===== src/rtl/f3m_serial_mult.sv =====
// Trit-serial multiplier over F_{3^97}, modulus x^97 + x^12 + 2.
// Horner accumulation consumes one trit of b per clock, most significant trit first.
module f3m_serial_mult (
    input  logic         clk,
    input  logic         reset,
    input  logic [193:0] a,
    input  logic [193:0] b,
    output logic [193:0] c,
    output logic         done
);

    localparam int unsigned N_TRITS = 97;
    localparam int unsigned W       = 2 * N_TRITS;
    localparam int unsigned CNT_W   = 7;
    localparam int unsigned LAST    = N_TRITS - 1;

    logic [W-1:0]     r_a;
    logic [W-1:0]     r_b;
    logic [W-1:0]     r_acc;
    logic [CNT_W-1:0] r_cnt;
    logic             r_done;

    logic [W-1:0]     w_acc_x;
    logic [W-1:0]     w_acc_next;
    logic [W-1:0]     w_b_next;
    logic [1:0]       w_top;
    logic [1:0]       w_digit;
    logic             w_last;

    // Trit addition mod 3; never produces the illegal code 11.
    function automatic logic [1:0] f_tadd(input logic [1:0] x, input logic [1:0] y);
        logic [2:0] s;
        s = 3'(x) + 3'(y);
        case (s)
            3'd0, 3'd3: f_tadd = 2'b00;
            3'd1, 3'd4: f_tadd = 2'b01;
            3'd2, 3'd5: f_tadd = 2'b10;
            default:    f_tadd = 2'b00;
        endcase
    endfunction

    function automatic logic [1:0] f_tneg(input logic [1:0] x);
        case (x)
            2'b01:   f_tneg = 2'b10;
            2'b10:   f_tneg = 2'b01;
            default: f_tneg = 2'b00;
        endcase
    endfunction

    function automatic logic [1:0] f_tscale(input logic [1:0] x, input logic [1:0] d);
        case (d)
            2'b01:   f_tscale = x;
            2'b10:   f_tscale = f_tneg(x);
            default: f_tscale = 2'b00;
        endcase
    endfunction

    // Next accumulator: acc*x reduced (x^97 = 2x^12 + 1) plus digit * A.
    always_comb begin
        w_acc_x    = '0;
        w_acc_next = '0;
        w_top      = r_acc[W-1 -: 2];
        w_digit    = r_b[W-1 -: 2];
        w_b_next   = {r_b[W-3:0], 2'b00};
        w_last     = (r_cnt == CNT_W'(LAST));

        w_acc_x        = {r_acc[W-3:0], w_top};
        w_acc_x[25:24] = f_tadd(r_acc[23:22], f_tneg(w_top));

        for (int i = 0; i < int'(N_TRITS); i++) begin
            w_acc_next[2*i +: 2] = f_tadd(w_acc_x[2*i +: 2], f_tscale(r_a[2*i +: 2], w_digit));
        end
    end

    // Operands captured on reset; frozen once done is set.
    always_ff @(posedge clk) begin
        if (reset) begin
            r_a    <= a;
            r_b    <= b;
            r_acc  <= '0;
            r_cnt  <= '0;
            r_done <= 1'b0;
        end else if (!r_done) begin
            r_acc  <= w_acc_next;
            r_b    <= w_b_next;
            r_cnt  <= r_cnt + CNT_W'(1);
            r_done <= w_last;
        end
    end

    assign c    = r_acc;
    assign done = r_done;

endmodule


===== config.mk =====
export PLATFORM = sky130hd
export DESIGN_NAME = f3m_serial_mult
export DESIGN_NICKNAME = d
export VERILOG_FILES = /design/src/rtl/f3m_serial_mult.sv
export SDC_FILE = /design/constraint.sdc
export NUM_CORES = 1
export LEC_CHECK = 0
export BUFFER_PORTS_ARGS = -buffer_cell sky130_fd_sc_hd__buf_4
export CAP_MARGIN = 20
export CORE_AREA = 10 10 430 307
export DETAILED_ROUTE_END_ITERATION = 10
export DIE_AREA = 0 0 440 317
export PLACE_DENSITY_LB_ADDON = 0.15
export SETUP_SLACK_MARGIN = 0.05
export SYNTH_ARGS = -nofsm -noshare
export SYNTH_HDL_FRONTEND = slang
export SYNTH_SLANG_ARGS = --single-unit

===== constraint.sdc =====
create_clock -name clk -period 10.2 [get_ports clk]
set_clock_uncertainty 0.2 [all_clocks]
set_input_delay 1.53 -clock clk [delete_from_list [all_inputs] [get_ports clk]]
set_output_delay 1.53 -clock clk [all_outputs]
set_load 0.05 [all_outputs]

## Word level (Yosys, flattened, before mapping)

Cells that the tools add are included.

- Reduce and logical (&&, ||, !) cells: 196
- Add/sub/neg operators: 99
- Multiplexer cells: 296
- Equal/unequal tests: 592

Operators by type and width:

| cell | number |
|---|---|
| $pmux W2 S2 | 293 |
| $eq A3 B3 Y1 const B | 196 |
| $reduce_or A2 Y1 | 196 |
| $mux W194 | 2 |
| $add A2 B2 Y3 | 98 |
| $eq A3 B1 Y1 const B | 98 |
| $eq A3 B2 Y1 const B | 98 |
| $eq A2 B1 Y1 const B | 99 |
| $eq A2 B2 Y1 const B | 99 |
| $add A7 B1 Y7 const B | 1 |
| $eq A7 B7 Y1 const B | 1 |
| $ne A2 B2 Y1 const B | 1 |
| $mux W1 | 1 |

- Logic and storage cells: 1188
- Register bits: 590
- Output and inout port bits: 195

## Depth between registers and ports, before layout

- Depth after elaboration: 10
- Mapped depth: 13

## Least setup slack after synthesis

No wires, ideal clock.

- Kind: input -> register
- From: input port reset
- To: register r_done (netlist: done)
- Data arrival time: 7.015 ns
- Data required time: 9.629 ns
- Stages on the path: 4
- Slack: 2.614 ns
- Buffers on the path: 2
- Path through: buf_2 -> buf_2 -> nand2b_1 -> o41ai_1

RTL lines:

| element | line | RTL |
|---|---|---|
| from (decl) | 5 | `input logic reset,` |
| to (signal assigned) | 87 | `r_done <= w_last;` |
| to (decl) | 21 | `logic r_done;` |

## Worst setup path in the final report

- From: register r_b[193]
- To: register r_acc[171] (netlist: c[171])

- Cells in the longest elaborated chain, start to end: 6

Ends and longest elaborated chain:

| element | line | RTL |
|---|---|---|
| from (decl) | 18 | `logic [W-1:0] r_b;` |
| from (signal assigned) | 85 | `r_b <= w_b_next;` |
| $eq A2 B2 Y1 / $eq A2 B1 Y1 (equally long branches) | n/a |  |
| $pmux W2 S2 * | 51 | `case (d)` |
| $add A2 B2 Y3 * | 33 | `s = 3'(x) + 3'(y);` |
| $eq A3 B2 Y1 (tied with other cells) | 34 | `case (s)` |
| $reduce_or A2 Y1 | 34 |  |
| $pmux W2 S2 * | 34 |  |
| to (signal assigned) | 84 | `r_acc <= w_acc_next;` |
| to (decl) | 19 | `logic [W-1:0] r_acc;` |

Mark *: on every way between the ends. The rest lies on a longest branch, timed or not.
A chain may end at the register's enable or synchronous reset.

==> flow_summary.yaml <==
cts:
  cts-root-buf: "clkbuf_16"
  clkTransAtPathRegs_ns: 0.06
  postCtsResizedCells: 0
  clock_sinks: 590
  clk_latency_ns: 0.65
  cts_tree: "yes"
  cts_setup_buffers: 0
  ctsHtreeMaxLevel: 3
  clockBufferDepth: 3
  cts_buffers: 73
  cts_hold_buf: 0
worst_setup_path:
  cp_data_required_time_ns: 10.53
  r2r_end: "c[171]"
  start_kind: "register"
  critPathMaxFanout: 77
  worstSetupPathType: "register to register"
  critPathCaptureType: "register"
  critPathArrivalTime_ns: 5.04
  reg2reg_slack_ns: 5.49
  worstPathCellList: "inv_1 -> ha_4 -> buf_4 -> buf_4 -> nand2_1 -> a21oi_1 -> ha_1 -> inv_1 -> fa_1 -> nor2b_1 -> a221oi_1 -> nor3_1"
  worstRegToRegCells: 12
  critPathMaxStageDelay_ns: 0.82
  crit_slowest_cell: "buf_4"
  r2r-start: "r_b[193]"
drt:
  dr.pass1.iters: 4
  ant_nets: 0
  via_per_inst: 4.381
  wl_um: 95880
  wl_per_cell_um: 19.53
  drtIter0Drc: 1059
  num_vias: 21500
  drc_errors: 0
layout:
  final_nets: 3786
  drive_above_1_share_pct: 27.74
  syn2layout_area_growth_pct: 27.23
  nFillCells: 12600
  fin_area_mm2: 0.03901
synth:
  ys_warn_count: 0
  postSynthAreaPerCell_um2: 11.48
  synth_common_cells: "388 x edfxtp_1, 314 x nand2_1, 268 x a21oi_1"
  ys_seq_area_share_pct: 51.19
  synth_cells: 2672
  synth_nets: 3262
  ys_types: 33
  synthDominantCellAreaShare_pct: 38.00
  synth.top_cells.by_area: "edfxtp_1 38%, dfxtp_1 13%, mux2_2 7.1%"
  synth_area_mm2: 0.03066
  synthFlopType: "edfxtp_1"
  synth_async_sr_flop_share_pct: 0
  synth_most_common_cell: "edfxtp_1"
  synth-edff-count: 388
  ys_ff_latch: 590
  yosys.area.top_type: "edfxtp_1"
global_route:
  grt_pass1_vias: 21300
  grt_first_pass_wirelength_um: 140800
  grt_start_max_net_pins: 149
  grt_util_all_layers_pct: 13.23
  grt_overflow: 0
  antenna_found_initial: 12
timing:
  slew_violations: 0
  setup-tns-final_ns: 0
  fin_ws_ns: 5.485
  tightestPinTransition_ns: 1.056
  period_minus_slack_ns: 4.715
  rsz0062_at_grt: "no"
  period_share_pct: 46.22
  fmax_ghz: 0.2121
  setup_viol: 0
  hold_slack_ns: 0.2840
  slew-limit-headroom_pct: 29.57
  finalHoldViolCount: 0
power:
  p_leak_uw: 0.01496
  intPower_uw: 5002
  switching_share_pct: 30.90
  power.density_mw_per_mm2: 185.6
  p_sw_uw: 2237
  design_power_total_uw: 7239
  irDropWorstVdd_mv: 0.1044
  clkPwrFrac_pct: 36.1
  p_comb_share_pct: 22.6
  power_frac_seq_pct: 41.3
place:
  dp_slack_ns: 5.339
  gp_congestion: 0.7213
  dpl.hpwl_um: 69040
  port_buffers: 584
  post_dp_cell_area_mm2: 0.03666
floorplanning:
  core.rowCount: 108
  fp.dieH_um: 317
  io_pins: 585
  initial_core_util_pct: 24.88
  coreArea_mm2: 0.1232
  die-area_mm2: 0.1395
  fp.dieW_um: 440
hold_path:
  min_path_type: "register to register"
  min_path_cells: 2
  min-delay-start: "c[126]"
  min_to: "c[126]"
job:
  cap_violations: 0
status:
  status: "finished, final reports clean"
==> flip-flops by register name, summed over array words and instances (netlist names) <==
register	count
c	194
r_b	194
r_a	194
done	1
r_cnt	7
==> stage by stage <==
stage,std cells,util [%]
after detailed placement,4771,29.75
final,4909,31.66
after floorplan,2672,-
after global placement,4771,29.75
after global routing,4909,31.66
after CTS,4905,31.65
==> cell type report <==
class                   instances  area, um^2  area share [%]
clock buffers                 102        2006           5.141
multi-input cells            1878       14150           36.26
flip-flops and latches        590       15700           40.24
well taps                    1650        2064           5.292
diodes                          4       10.01         0.02566
inverters                      52       195.2          0.5003
repair buffers                601        4557           11.68
clock inverters                32       335.3          0.8595
==> metal layers <==
layer	wire [um]	track usage, %
met1	41610	16.58
met2	47770	22.61
met3	4470	3.485
met4	1916	3.310
met5	109	0
==> power groups by stage <==
stage | registers (uW) | clock network [uW] | logic (uW)
final | 2990 | 2610 | 1640
after global routing | 3030 | 2810 | 1800
after CTS | 3000 | 2730 | 1670
after detailed placement | 3050 | 0 | 1660
after global placement | 3050 | 0 | 1650
after floorplan | 3320 | 0 | 794
==> cells in the final DEF, fill, tap and decap left out, types with 3 or more instances in the layout <==
master,instances
clkbuf_8,7
a21oi_1,268
nand2b_1,26
ha_1,100
xnor2_1,100
diode_2,4
a221oi_1,48
clkinv_2,9
buf_4,597
clkinv_1,8
inv_6,4
or3_1,74
clkbuf_1,22
nor2_1,55
clkbuf_16,73
nor3b_1,49
bufinv_16,5
edfxtp_1,388
o21ai_0,23
mux2_2,194
a211oi_1,24
clkinvlp_4,3
nand2_1,314
dfxtp_1,201
nor3_1,122
inv_1,52
and3b_1,49
nand3b_1,194
nor2b_1,125
buf_12,3
fa_1,98
==> cell families after synthesis <==
logic type                 after synthesis  share of synthesized area [%]
and+or+nand+nor                       1017                          18.66
DFF                                    590                          51.19
AOI/OAI and AO/OA                      364                          6.737
buffers and inverters                  204                          2.783
adders and majority gates              200                          10.56
muxes                                  196                          7.190
xor gates and xnor gates               101                          2.885
==> how the worst max path moves through the flow <==
stage / endpoint / from / depth (start not counted) / slack, ns
floorplan: done / reset / 4 / 2.61
global placement: c[171] / r_b[193] / 12 / 5.30
detailed placement: c[171] / r_b[193] / 12 / 5.34
CTS: c[171] / r_b[193] / 12 / 5.36
global route: c[171] / r_b[193] / 12 / 5.07
finish: c[171] / r_b[193] / 12 / 5.49
==> critical path: cells and delay by family (launching register included) <==
family / cells / cell delay, ns
and+or+nand+nor: 3 / 0.36
buffers and inverters: 4 / 1.64
AOI/OAI and AO/OA: 2 / 0.45
DFF: 1 / 0.42
adders and majority gates: 3 / 1.28
(Power assumes the default switching activity.)
